==> src/rtl/s2p_pkg.sv <==
// rtl/s2p_pkg.sv - shared types and constants for the serial-to-parallel receiver
package s2p_pkg;

  typedef enum logic [1:0] {
    IDLE,
    SHIFTING,
    FULL,
    OVER
  } s2p_state_t;

  localparam int SYNC_STAGES = 2;

endpackage

==> src/rtl/sync_edge.sv <==
// rtl/sync_edge.sv - two-flop synchronizer with history flop and rising-edge detect
module sync_edge
  import s2p_pkg::*;
#(
  parameter logic RESET_VAL = 1'b1
) (
  input  logic clk,
  input  logic rst,
  input  logic async_i,
  output logic level_o,
  output logic rise_o
);

  logic [SYNC_STAGES-1:0] sync_q;
  logic                   hist_q;

  always_ff @(posedge clk or posedge rst) begin
    if (rst) begin
      sync_q <= {SYNC_STAGES{RESET_VAL}};
      hist_q <= RESET_VAL;
    end else begin
      sync_q <= {sync_q[SYNC_STAGES-2:0], async_i};
      hist_q <= sync_q[SYNC_STAGES-1];
    end
  end

  assign level_o = sync_q[SYNC_STAGES-1];
  assign rise_o  = level_o & ~hist_q;

endmodule

==> src/rtl/s2p_receiver.sv <==
// rtl/s2p_receiver.sv - oversampling shift-register link receiver with latch strobe
module s2p_receiver
  import s2p_pkg::*;
#(
  parameter int BIT_WIDTH = 8
) (
  input  logic                             clk,
  input  logic                             rst,
  input  logic                             sclk,
  input  logic                             sclrn,
  input  logic                             sin,
  input  logic                             EN,
  output logic [BIT_WIDTH-1:0]             par_out,
  output logic                             valid,
  output logic                             err_short,
  output logic                             err_long,
  output logic [$clog2(BIT_WIDTH+2)-1:0]   bit_cnt
);

  localparam int CW = $clog2(BIT_WIDTH + 2);
  localparam logic [CW-1:0] CNT_FULL = CW'(BIT_WIDTH);
  localparam logic [CW-1:0] CNT_MAX  = CW'(BIT_WIDTH + 1);

  logic sclk_s, sclk_rise;
  logic en_s, en_rise;
  logic sclrn_s, sclrn_rise;
  logic unused_sync;

  sync_edge #(.RESET_VAL(1'b1)) u_sync_sclk (
    .clk(clk), .rst(rst), .async_i(sclk), .level_o(sclk_s), .rise_o(sclk_rise)
  );

  sync_edge #(.RESET_VAL(1'b1)) u_sync_en (
    .clk(clk), .rst(rst), .async_i(EN), .level_o(en_s), .rise_o(en_rise)
  );

  sync_edge #(.RESET_VAL(1'b1)) u_sync_sclrn (
    .clk(clk), .rst(rst), .async_i(sclrn), .level_o(sclrn_s), .rise_o(sclrn_rise)
  );

  assign unused_sync = ^{sclk_s, en_s, sclrn_rise};

  // Same depth as the sclk synchronizer so the sampled bit lines up with the detected edge.
  logic [SYNC_STAGES-1:0] sin_q;
  logic                   sin_s;

  always_ff @(posedge clk or posedge rst) begin
    if (rst) begin
      sin_q <= '0;
    end else begin
      sin_q <= {sin_q[SYNC_STAGES-2:0], sin};
    end
  end

  assign sin_s = sin_q[SYNC_STAGES-1];

  logic [BIT_WIDTH-1:0] sr_q, sr_d;
  logic [CW-1:0]        cnt_q, cnt_d;
  logic [BIT_WIDTH-1:0] par_q;
  logic                 valid_q, err_short_q, err_long_q;
  s2p_state_t           state_q;
  logic                 clr, shift;

  assign clr   = ~sclrn_s;
  assign shift = sclk_rise & ~clr;

  // Clear wins over shift; the latch below then sees the resolved value and count.
  always_comb begin
    sr_d  = sr_q;
    cnt_d = cnt_q;
    if (clr) begin
      sr_d  = '0;
      cnt_d = '0;
    end else if (shift) begin
      sr_d = {sin_s, sr_q[BIT_WIDTH-1:1]};
      if (cnt_q != CNT_MAX) begin
        cnt_d = cnt_q + 1'b1;
      end
    end
  end

  always_ff @(posedge clk or posedge rst) begin
    if (rst) begin
      sr_q        <= '0;
      cnt_q       <= '0;
      par_q       <= '0;
      valid_q     <= 1'b0;
      err_short_q <= 1'b0;
      err_long_q  <= 1'b0;
      state_q     <= IDLE;
    end else begin
      valid_q <= 1'b0;
      sr_q    <= sr_d;
      if (en_rise) begin
        par_q       <= sr_d;
        err_short_q <= (cnt_d < CNT_FULL);
        err_long_q  <= (cnt_d > CNT_FULL);
        valid_q     <= 1'b1;
        cnt_q       <= '0;
        state_q     <= IDLE;
      end else begin
        cnt_q <= cnt_d;
        if (clr) begin
          state_q <= IDLE;
        end else if (shift) begin
          case (state_q)
            IDLE:     state_q <= (cnt_d == CNT_FULL) ? FULL : SHIFTING;
            SHIFTING: if (cnt_d == CNT_FULL) state_q <= FULL;
            FULL:     state_q <= OVER;
            OVER:     state_q <= OVER;
            default:  state_q <= IDLE;
          endcase
        end
      end
    end
  end

  assign par_out   = par_q;
  assign valid     = valid_q;
  assign err_short = err_short_q;
  assign err_long  = err_long_q;
  assign bit_cnt   = cnt_q;

endmodule

==> config.mk <==
export PLATFORM = sky130hd
export DESIGN_NAME = s2p_receiver
export DESIGN_NICKNAME = d
export VERILOG_FILES = /design/src/rtl/s2p_pkg.sv /design/src/rtl/sync_edge.sv /design/src/rtl/s2p_receiver.sv
export SDC_FILE = /design/constraint.sdc
export NUM_CORES = 1
export LEC_CHECK = 0
export BUFFER_PORTS_ARGS = -buffer_cell sky130_fd_sc_hd__buf_2
export CAP_MARGIN = 5
export CORE_MARGIN = 2
export CORE_UTILIZATION = 50
export CTS_BUF_LIST = sky130_fd_sc_hd__clkbuf_16
export DETAILED_ROUTE_END_ITERATION = 6
export PLACE_DENSITY = 0.69
export SYNTH_ARGS = -nofsm -noshare
export SYNTH_HDL_FRONTEND = slang
export SYNTH_SLANG_ARGS = --single-unit
==> constraint.sdc <==
create_clock -name clk -period 2.2 [get_ports clk]
set_clock_uncertainty 0.1 [all_clocks]
set_input_delay 0.11 -clock clk [delete_from_list [all_inputs] [get_ports clk]]
set_output_delay 0.11 -clock clk [all_outputs]
set_load 0.02 [all_outputs]
== Word level (Yosys, flattened, before mapping) ==
Index checks and enable logic that the tools add are counted.

* Add/subtract/negate cells: 1
* Equal/unequal tests: 1
* Muxes and demuxes: 7
* Bitwise gates (word level): 5
* Magnitude comparators: 2

{| class="wikitable"
|+ Operators by type and width
! cell !! count
|-
| 2-to-1 mux 4 bit || 4
|-
| 2-to-1 mux 8 bit || 2
|-
| adder 4 x 1 -> 4 bit (second input constant) || 1
|-
| greater-than comparator 4 bit (second input constant) || 1
|-
| less-than comparator 4 bit (second input constant) || 1
|-
| inequality test 4 bit (second input constant) || 1
|-
| bitwise AND 1 bit || 3
|-
| NOT 1 bit || 2
|-
| 2-to-1 mux 1 bit || 1
|}

* Output and inout bits: 15
* Register bits after elaboration: 33
* Input bits: 6
* Word-level logic and storage cells: 28

== Logic depth before layout (Yosys ltp) ==
Gate-level depths: netlist of the first run.

* Word-level depth: 6
* Gate-level depth with buffers: 6
* Gate-level depth less buffers: 6

== By module ==
A second synthesis of the first run with hierarchy kept.

* Cells, all modules: 96
* Area, all modules: 1360.1 um^2

{| class="wikitable"
|+ Modules (own cells, without submodules)
! module !! cells an instance !! area each (um^2) !! times used !! sequential area each (um^2)
|-
| s2p_receiver || 81 || 1071.0 || 1 || 625.6
|-
| sync_edge || 5 || 96.3 || 3 || 78.8
|}

== Worst setup path after synthesis of the first run ==
No wires, ideal clock.

* Kind: reg-to-reg
* Start: reg cnt_q[0], in the netlist bit_cnt[0]
* End: reg err_long_q, in the netlist err_long
* Buffers on the path: 0
* Slack: 0.576 ns
* Arrival: 1.388 ns
* Cell stages (with the launch flop): 6
* Data required time: 1.964 ns
* Library setup time: 0.136 ns
* Clock period less this slack: 1.624 ns
* Cells stage by stage: dfrtp_1 -> ha_1 -> nand3b_1 -> a211o_1 -> a2bb2oi_2 -> o41ai_2

* Cells in the longest elaborated chain, start to end: 5
* Elaborated cells between the ends (all ways): 6
* Those cells by class: add/sub: 1; order compare: 1; eq/ne: 1; mux: 3

{| class="wikitable"
|+ Ends and longest elaborated chain
! what !! line !! text
|-
| start: declaration || s2p_receiver.sv:58 || <nowiki>logic [CW-1:0] cnt_q, cnt_d;</nowiki>
|-
| start signal: assignment || s2p_receiver.sv:102 || <nowiki>cnt_q <= cnt_d;</nowiki>
|-
| adder 4 x 1 -> 4 bit or inequality test 4 bit (tied branches) || s2p_receiver.sv:77, s2p_receiver.sv:76 ||
|-
| 2-to-1 mux 4 bit || s2p_receiver.sv:76 || <nowiki>if (cnt_q != CNT_MAX) begin</nowiki>
|-
| 2-to-1 mux 4 bit (*) || s2p_receiver.sv:74 || <nowiki>end else if (shift) begin</nowiki>
|-
| 2-to-1 mux 4 bit (*) || s2p_receiver.sv:71 || <nowiki>if (clr) begin</nowiki>
|-
| greater-than comparator 4 bit (*) || s2p_receiver.sv:97 || <nowiki>err_long_q <= (cnt_d > CNT_FULL);</nowiki>
|-
| end signal: assignment || s2p_receiver.sv:97 ||
|-
| end: declaration || s2p_receiver.sv:60 || <nowiki>logic valid_q, err_short_q, err_long_q;</nowiki>
|}

Mark *: on every way between the ends. The rest lies on a longest branch, timed or not.
A chain may end at the register's enable or synchronous reset.

== Worst setup path in the final report of the first run ==
* Start: reg u_sync_sclrn.sync_q[1]
* End: reg err_long_q, in the netlist err_long

* Cells in the longest elaborated chain, start to end: 4

{| class="wikitable"
|+ Ends and longest elaborated chain
! what !! line !! text
|-
| start: declaration || sync_edge.sv:14 || <nowiki>logic [SYNC_STAGES-1:0] sync_q;</nowiki>
|-
| start signal: assignment || sync_edge.sv:19 || <nowiki>sync_q <= {SYNC_STAGES{RESET_VAL}};</nowiki>
|-
| start signal: assignment || sync_edge.sv:22 || <nowiki>sync_q <= {sync_q[SYNC_STAGES-2:0], async_i};</nowiki>
|-
| bitwise AND 1 bit || s2p_receiver.sv:65 || <nowiki>assign shift = sclk_rise & ~clr;</nowiki>
|-
| 2-to-1 mux 4 bit || s2p_receiver.sv:74 ||
|-
| 2-to-1 mux 4 bit (*) || s2p_receiver.sv:71 ||
|-
| greater-than comparator 4 bit (*) || s2p_receiver.sv:97 ||
|}

Marks and branches as above.

==> reports/metrics.cfg, run 1 <==
[floorplanning]
die_y_um=54.5
start_util_pct=51.9
io_pins=21
die_w_um=54.5
dieArea_um2=2970
core_um2=2450
rows=18

[placed_design]
dp_slack_ns=0.401
portBuffers=20
hpwl_mm=1.38
gp_congestion=0.740

[worst_setup_path]
worst-path-max-fanout=11
critPathKind=flop to flop
worstPathRequired_ns=2.27
cp.arrival_ns=1.90
critPathMaxStageDelay_ns=0.58
crit_family=flip-flops
cpMaxStageDelayCell=dfstp_2
crit_buf_inv=0
path_cells=and3b_1 -> nand4_1 -> xor2_1 -> o41ai_2
cp-start-kind=flop
cp-end-kind=flop

[logic_synthesis]
synth_adder_area_share_pct=1.96
synth-compound-area-share_pct=7.65
synth_xor_xnor_area_share_pct=1.37
yosys.area_share.simple_pct=12.5
syn_avg_cell_area_um2=12.9
yosysSeqAreaShare_pct=65.6
synth_area_um2=1270
synth.mux.area_fraction_pct=7.46
synthCells=99
synth_top_family_by_area=simple AND/OR/NAND/NOR gates
synth.distinct_cells=23
synth-seq-cells=33
synth_nets=107
ys_warn_count=0

[global_routing]
antenna_found_initial=0
grt_max_degree=34
grt_pass1_wl_mm=3.36
grt_pass1_vias=770
grt_overflow_total=0
track_usage_pct=17.5

[route]
wl_per_cell_um=13.1
drc=0
routed_via_density=5.03
topRoutingLayerUsed=met4
routed_wl_mm=2.10
vias=805
wl_met3_um=59
dr_wl_met2_mm=1.08
wl_met1_um=950
drt_pass1_iterations=4
drt_iter0_drc=9
ant_nets=0

[power_and_ir_drop]
finalPower_mw=1.34
power_leakage_nw=0.826
p_per_area_nw_per_um2=845
ir_worst_vdd_v=0.000755

[cts]
clkTransAtPathRegs_ns=0.05
cts_max_level=2
clock_sinks=33
clk_latency_ns=0.27
cts_tree=yes
numCtsBuffers=5
cts_max_path_buffers=2
clockRootBuffer=clkbuf_16
cts_resized=0
post-cts-setup-buffers=0

[timing]
relSlewSlack_pct=73.5
fin_crit_sh_pct=83.2
drv_slew=0
setup_viol_count_final=0
setup_tns_ns=0
rsz0062_at_grt=false
fmax_ghz=0.546
tightest_slew_ns=0.398
hold_viol=0
fin_ws_ns=0.370
period_needed_ns=1.83

[finish]
area_growth_pct=24.4
num-nets-final=137
final_util_pct=64.6
insertedDiodeCount=0
drive_gt1_share_pct=33.1

[flow_run]
cap_violations=0

[hold_path]
min_path_type=flop to flop

[run_status]
status=completed

cell usage after synthesis:
cell       count  area, um^2
mux2i_1        5        50.1
a21oi_1        2        10.0
o31ai_1        4        30.0
mux2_2         4        45.0
nand3_1        4        20.0
o31a_1         1        8.76
inv_1          4        15.0
and3b_1        1        8.76
o41ai_2        1        16.3
nand2_1       15        56.3
nor2_1         7        26.3
nand2b_1       2        12.5
nand3b_1       3        22.5
buf_6          2        22.5
dfrtp_1       25         626
ha_1           2        25.0
dfstp_2        8         210
nand4_1        2        12.5
a311oi_1       1        8.76
clkbuf_1       2        7.51
a211o_1        1        8.76
a2bb2oi_2      1        15.0
xor2_1         2        17.5
per-stage QoR:
stage / instances / area [um^2] / hold WS [ns]
after CTS: 160 / 1590 / 0.255
after floorplan: 99 / 1270 / 0.0145
after global placement: 147 / 1400 / 0.106
after global routing: 160 / 1590 / 0.256
final: 160 / 1590 / 0.255
after detailed placement: 147 / 1400 / 0.111
routing by layer:
layer  GRT usage (%)  vias to the layer above
li1                -                      396
met1            20.0                      395
met2            27.5                       12
met3            8.20                        2
met4            8.75                        0
met5               0                        -
state kept, by name, summed over array words and instances (netlist names):
name,cells
valid,1
err_short,1
u_sync_sclk.sync_q,2
bit_cnt,4
sr_q,8
u_sync_sclk.hist_q,1
u_sync_en.hist_q,1
sin_q,2
u_sync_sclrn.sync_q,2
err_long,1
par_out,8
u_sync_en.sync_q,2
power breakdown:
part | total [mW] | switching, mW | internal, mW
sequential | 0.640 | 0.0101 | 0.630
clock | 0.633 | 0.224 | 0.409
combinational | 0.0671 | 0.0406 | 0.0265
total | 1.34 | 0.275 | 1.07
kinds of logic after synthesis:
family / after synthesis
AOI/OAI and AO/OA: 11
xor gates and xnor gates: 2
adders and majority gates: 2
buffers and inverters: 8
DFF: 33
muxes: 9
and+or+nand+nor: 34
cell type report:
class / instances / area (um^2)
fillers: 196 / 868
flip-flops and latches: 33 / 836
multi-input cells: 58 / 394
repair buffers: 27 / 165
clock buffers: 5 / 125
well taps: 30 / 37.5
inverters: 4 / 15.0
clock inverters: 3 / 13.8
layout by cell type (no fill, tap or decap), types with 4 or more instances in the layout:
master,synthesis,layout
dlygate4sd3_1,0,5
mux2_2,4,4
nand2_1,15,15
o31ai_1,4,4
nor2_1,7,7
mux2i_1,5,5
clkbuf_16,0,5
buf_2,0,20
dfrtp_1,25,25
dfstp_2,8,8
nand3_1,4,4
inv_1,4,5
repair_timing:
item                       4_1_cts  5_1_grt
hold buffers                     5        0
hold endpoints to repair        29        0
setup endpoints to repair        0        0
path summary, 6_finish.rpt:
path	from	end	slack (ns)	cells after the start
min	u_sync_sclk.sync_q[0]	u_sync_sclk.sync_q[1]	0.25	0
min in group asynchronous	rst	par_out[5]	0.39	4
max in group asynchronous	rst	u_sync_sclk.sync_q[0]	1.29	4
max	u_sync_sclrn.sync_q[1]	err_long	0.37	4
min reg2reg	u_sync_sclk.sync_q[0]	u_sync_sclk.sync_q[1]	0.25	0
max reg2reg	u_sync_sclrn.sync_q[1]	err_long	0.37	4
No activity file was read; power rests on OpenSTA's default activity.
==> run 2: changes to the inputs <==
Clock period 2.2 ns to 1.7 ns, I/O delays scaled along.
==> run 2 against run 1 <==
Largest cell class unchanged. Sequential cell count stayed put. Register-to-register slack lost 0.28 ns. Via count grew 4.1%. Die area stayed put. Fmax rose by 14%. Global-route usage up 1.3 points. Critical path type unchanged. Critical endpoint unchanged. First-iteration DRC count rose by 22%. Cell count increased by 2.5%.
==> reports/metrics.cfg, run 2 (synthesis results as in run 1) <==
[power_and_ir_drop]
ir_worst_vdd_v=0.000932
finalPower_mw=1.74
p_per_area_nw_per_um2=1080
swShare_pct=20.7
netSwitchingPower_mw=0.362
power.internal_mw=1.38
seqPwrFrac_pct=47.3
combPwrFrac_pct=5.4
power_leakage_nw=0.844
power_frac_clock_pct=47.3

[timing]
drv_slew=0
fin_crit_sh_pct=94.6
setup_tns_ns=0
rsz0062_at_grt=false
setup_viol_count_final=0
hold_viol=0
period_needed_ns=1.61
fin_ws_ns=0.0916
fmax_ghz=0.622
tightest_slew_ns=0.408
relSlewSlack_pct=72.8

[route]
drc=0
routed_via_density=5.11
drt_iter0_drc=11
vias=838
ant_nets=0
wl_per_cell_um=13.3
drt_pass1_iterations=3
routed_wl_mm=2.18

[cts]
cts_resized=0
clkTransAtPathRegs_ns=0.05
cts_max_level=2
cts_tree=yes
clock_sinks=33
numCtsBuffers=5
clk_latency_ns=0.27
cts_max_path_buffers=2
clockRootBuffer=clkbuf_16

[finish]
design_area_um2=1620
area_growth_pct=26.8
drive_gt1_share_pct=35.1
final_common_cell=dfrtp_1
final_cell_mix=dfrtp_1 (25), buf_2 (20), nand2_1 (15)
num-nets-final=141
insertedDiodeCount=0

[worst_setup_path]
worst-path-max-fanout=7
worstPathRequired_ns=1.74
cp-start-kind=flop
cp.arrival_ns=1.65
cp-end-kind=flop
critPathKind=flop to flop

[floorplanning]
io_pins=21
core_um2=2450
rows=18
dieArea_um2=2970
die_w_um=54.5
die_y_um=54.5
start_util_pct=51.9

[global_routing]
top_usage_layer=met2
grt_pass1_wl_mm=3.64
gr-usage-met3_pct=9.02
met2_usage_pct=30.7
grt_overflow_total=0
grt_max_degree=34
grt_pass1_vias=840
track_usage_pct=18.8
use_met1_pct=20.0
antenna_found_initial=0

[flow_run]
cap_violations=0

[placed_design]
hpwl_mm=1.51
gp_congestion=0.685
dp_slack_ns=0.0596
dpl_cell_area_um2=1420
portBuffers=20

[run_status]
status=completed

[hold_path]
min_path_type=flop to flop

==> run 2: area by class of cell <==
| type | instances | area, um^2 |
|---|---|---|
| inverters | 4 | 15.0 |
| flip-flops and latches | 33 | 836 |
| clock buffers | 5 | 125 |
| repair buffers | 31 | 195 |
| well taps | 30 | 37.5 |
| clock inverters | 3 | 13.8 |
| multi-input cells | 58 | 394 |
| fillers | 196 | 838 |
==> run 2: routing by layer <==
| layer | wire length [um] | part of all wire, % |
|---|---|---|
| met4 | 19 | 0.87 |
| met5 | 0 | 0 |
| met3 | 107 | 4.9 |
| met1 | 956 | 44 |
| met2 | 1100 | 50 |
==> run 2: path summary, 6_finish.rpt <==
path / endpoint / slack [ns] / startpoint / depth (start not counted)
worst min-delay path: sin_q[1] / 0.25 / sin_q[0] / 0
min in group asynchronous: par_out[5] / 0.33 / rst / 4
worst max register to register: err_long / 0.09 / bit_cnt[0] / 5
max in group asynchronous: u_sync_en.sync_q[1] / 0.83 / rst / 4
worst max-delay path: err_long / 0.09 / bit_cnt[0] / 5
worst min register to register: sin_q[1] / 0.25 / sin_q[0] / 0
==> run 2: power groups by stage <==
stage	registers, mW	clock network (mW)	logic [mW]
final	0.825	0.825	0.0937
after CTS	0.825	0.855	0.0957
after floorplan	0.843	0	0.0530
after detailed placement	0.837	0	0.0864
after global placement	0.836	0	0.0839
after global routing	0.827	0.883	0.104
==> run 2: metrics by stage <==
stage	utilization [%]	std cells	hold slack, ns
6_report	65.9	164	0.246
5_1_grt	65.9	164	0.256
4_1_cts	65.5	163	0.249
3_5_place_dp	57.8	150	0.0898
3_3_place_gp	57.8	150	0.0821
2_1_floorplan	-	99	-0.0105
==> run 2: worst max-delay path, cell delays in order, from the launching register on <==
cell,delay (ns)
dfrtp_1,0.47
ha_1,0.21
nand3b_1,0.15
a211o_1,0.33
a2bb2oi_2,0.14
o41ai_2,0.07
==> run 2: timing repair <==
item / 4_1_cts / 5_1_grt
buffers inserted: 0 / 1
hold endpoints to repair: 29 / 0
endpoints found under the setup margin: 0 / 1
hold buffers: 5 / 0
==> run 3: changes to the inputs <==
Settings changed: ABC_AREA from default to 1, RECOVER_POWER from default to 100.
==> run 3 against run 2 <==
Clock power grew 21%. Combinational power grew 52%. Synthesized cell count grew 31%. Via count grew 13%. First-iteration DRC count shrank 45%. Die area grew 0.83%. Final area grew 0.23%. Worst setup slack gained 0.040 ns. Critical endpoint unchanged.
==> reports/metrics.cfg, run 3 <==
[timing]
fin_crit_sh_pct=92.3
fmax_ghz=0.638
relSlewSlack_pct=47.9
setup_tns_ns=0
setup_viol_count_final=0
tightest_slew_ns=0.781
hold_viol=0
whs_ns=0.247
period_needed_ns=1.57
rsz0062_at_grt=false
drv_slew=0
fin_ws_ns=0.131

[global_routing]
grt_overflow_total=0
grt_pass1_vias=905
grt_pass1_wl_mm=3.93
grt_max_degree=34
track_usage_pct=20.0
antenna_found_initial=0

[logic_synthesis]
synth-seq-cells=33
synth_nets=138
yosysMostFrequentCell=nand2_1
synthCells=130
ys.flop_type=dfrtp_1
synth.distinct_cells=18
yosys-top-cells-count=nand2_1 (33), dfrtp_1 (25), nor2_1 (17)
yosys.area.top_type_share_pct=48.6
yosysSeqAreaShare_pct=65.0
synth_area_um2=1290
synth_area_leaders=dfrtp_1 (49%), dfstp_2 (16%), nand2_1 (9.6%)
yosysTopAreaCell=dfrtp_1
syn_avg_cell_area_um2=9.89
ys_warn_count=0
async_reset_ff_share_pct=100
synth_edf_count=0

[floorplanning]
rows=18
dieArea_um2=2990
die_w_um=54.7
core_um2=2450
die_y_um=54.7
io_pins=21
start_util_pct=52.4

[finish]
final_util_pct=66.0
area_growth_pct=26.0
final_common_cell=nand2_1
final_cell_mix=nand2_1 (34), dfrtp_1 (25), nor2_1 (17)
insertedDiodeCount=0
num-nets-final=171
drive_gt1_share_pct=16.5

[worst_setup_path]
crit_family=simple AND/OR/NAND/NOR gates
crit_buf_inv=0
cp.arrival_ns=1.68
crit_top_cell=nand2_1
cp-end-kind=flop
critPathKind=flop to flop
path_cells=nand3_1 -> nor2_1 -> nand2_1 -> nand2_2 -> nand2_1 -> nor2_2 -> nand2_1 -> nand2_1
cpMaxStageDelayCell=dfstp_2
worst-path-max-fanout=6
critPathMaxStageDelay_ns=0.56
cp-start-kind=flop
worstPathRequired_ns=1.81

[cts]
clkTransAtPathRegs_ns=0.05
numCtsBuffers=5
cts_max_path_buffers=2
cts_max_level=2
clock_sinks=33
cts_tree=yes
post-cts-setup-buffers=0
clk_latency_ns=0.28
clockRootBuffer=clkbuf_16

[route]
drc=0
vias=946
wl_per_cell_um=12.9
routed_wl_mm=2.50
drt_pass1_iterations=4
drt_iter0_drc=6
ant_nets=0
routed_via_density=4.88

[hold_path]
min_path_type=flop to flop

[power_and_ir_drop]
combPwrFrac_pct=7.1
power.internal_mw=1.56
finalPower_mw=2.00
ir_worst_vdd_v=0.00113
seqPwrFrac_pct=43.0
swShare_pct=21.7
power_frac_clock_pct=49.9
p_per_area_nw_per_um2=1230
power_leakage_nw=0.795
netSwitchingPower_mw=0.434

[placed_design]
hpwl_mm=1.57
portBuffers=20
gp_congestion=0.786
dp_slack_ns=0.158

[flow_run]
cap_violations=0

[run_status]
status=completed

-- run 3: worst paths after layout --
kind                                        from        end  slack [ns]  cells after the start
min                                     sin_q[0]   sin_q[1]        0.25                      0
max reg2reg                u_sync_sclk.sync_q[1]   err_long        0.13                      8
max in group asynchronous                    rst  err_short        0.50                      4
max                        u_sync_sclk.sync_q[1]   err_long        0.13                      8
min reg2reg                             sin_q[0]   sin_q[1]        0.25                      0
min in group asynchronous                    rst   sin_q[0]        0.51                      4
-- run 3: what timing repair did --
item                                   4_1_cts  5_1_grt
gates resized for setup                      0        0
setup endpoints to repair                    0        0
endpoints found under the hold margin       29        0
hold buffers                                 5        0
-- run 3: layout make-up --
cell class,count,area (um^2)
Clock buffer,5,125
Clock inverter,3,41.3
Fill cell,210,835
Inverter,12,45.0
Multi-Input combinational cell,82,378
Sequential cell,33,836
Tap cell,30,37.5
Timing Repair Buffer,29,158
-- run 3: per-layer routing --
layer / track usage [%] / vias to the layer above / routed length (um)
li1: - / 469 / -
met1: 21.3 / 454 / 1090
met2: 33.9 / 17 / 1270
met3: 7.65 / 6 / 91
met4: 10.4 / 0 / 52
met5: 0 / - / 0
-- run 3: through the flow --
step / instance area [um^2] / std cells
after floorplan: 1290 / 130
after global placement: 1430 / 181
after detailed placement: 1430 / 181
after CTS: 1650 / 194
after global routing: 1620 / 194
final: 1620 / 194
-- run 3: cell families after synthesis --
family	share of synthesized area [%]
and+or+nand+nor	22.5
DFF	65.0
buffers and inverters	5.16
AOI/OAI and AO/OA	5.45
adders and majority gates	1.95
-- run 3: power by group through the flow --
stage          Sequential, mW  Clock [mW]  Combinational [mW]
2_1_floorplan           0.894           0              0.0673
3_3_place_gp            0.868           0               0.138
3_5_place_dp            0.870           0               0.141
4_1_cts                 0.858        1.02               0.153
5_1_grt                 0.862        1.05               0.160
6_report                0.859       0.998               0.142
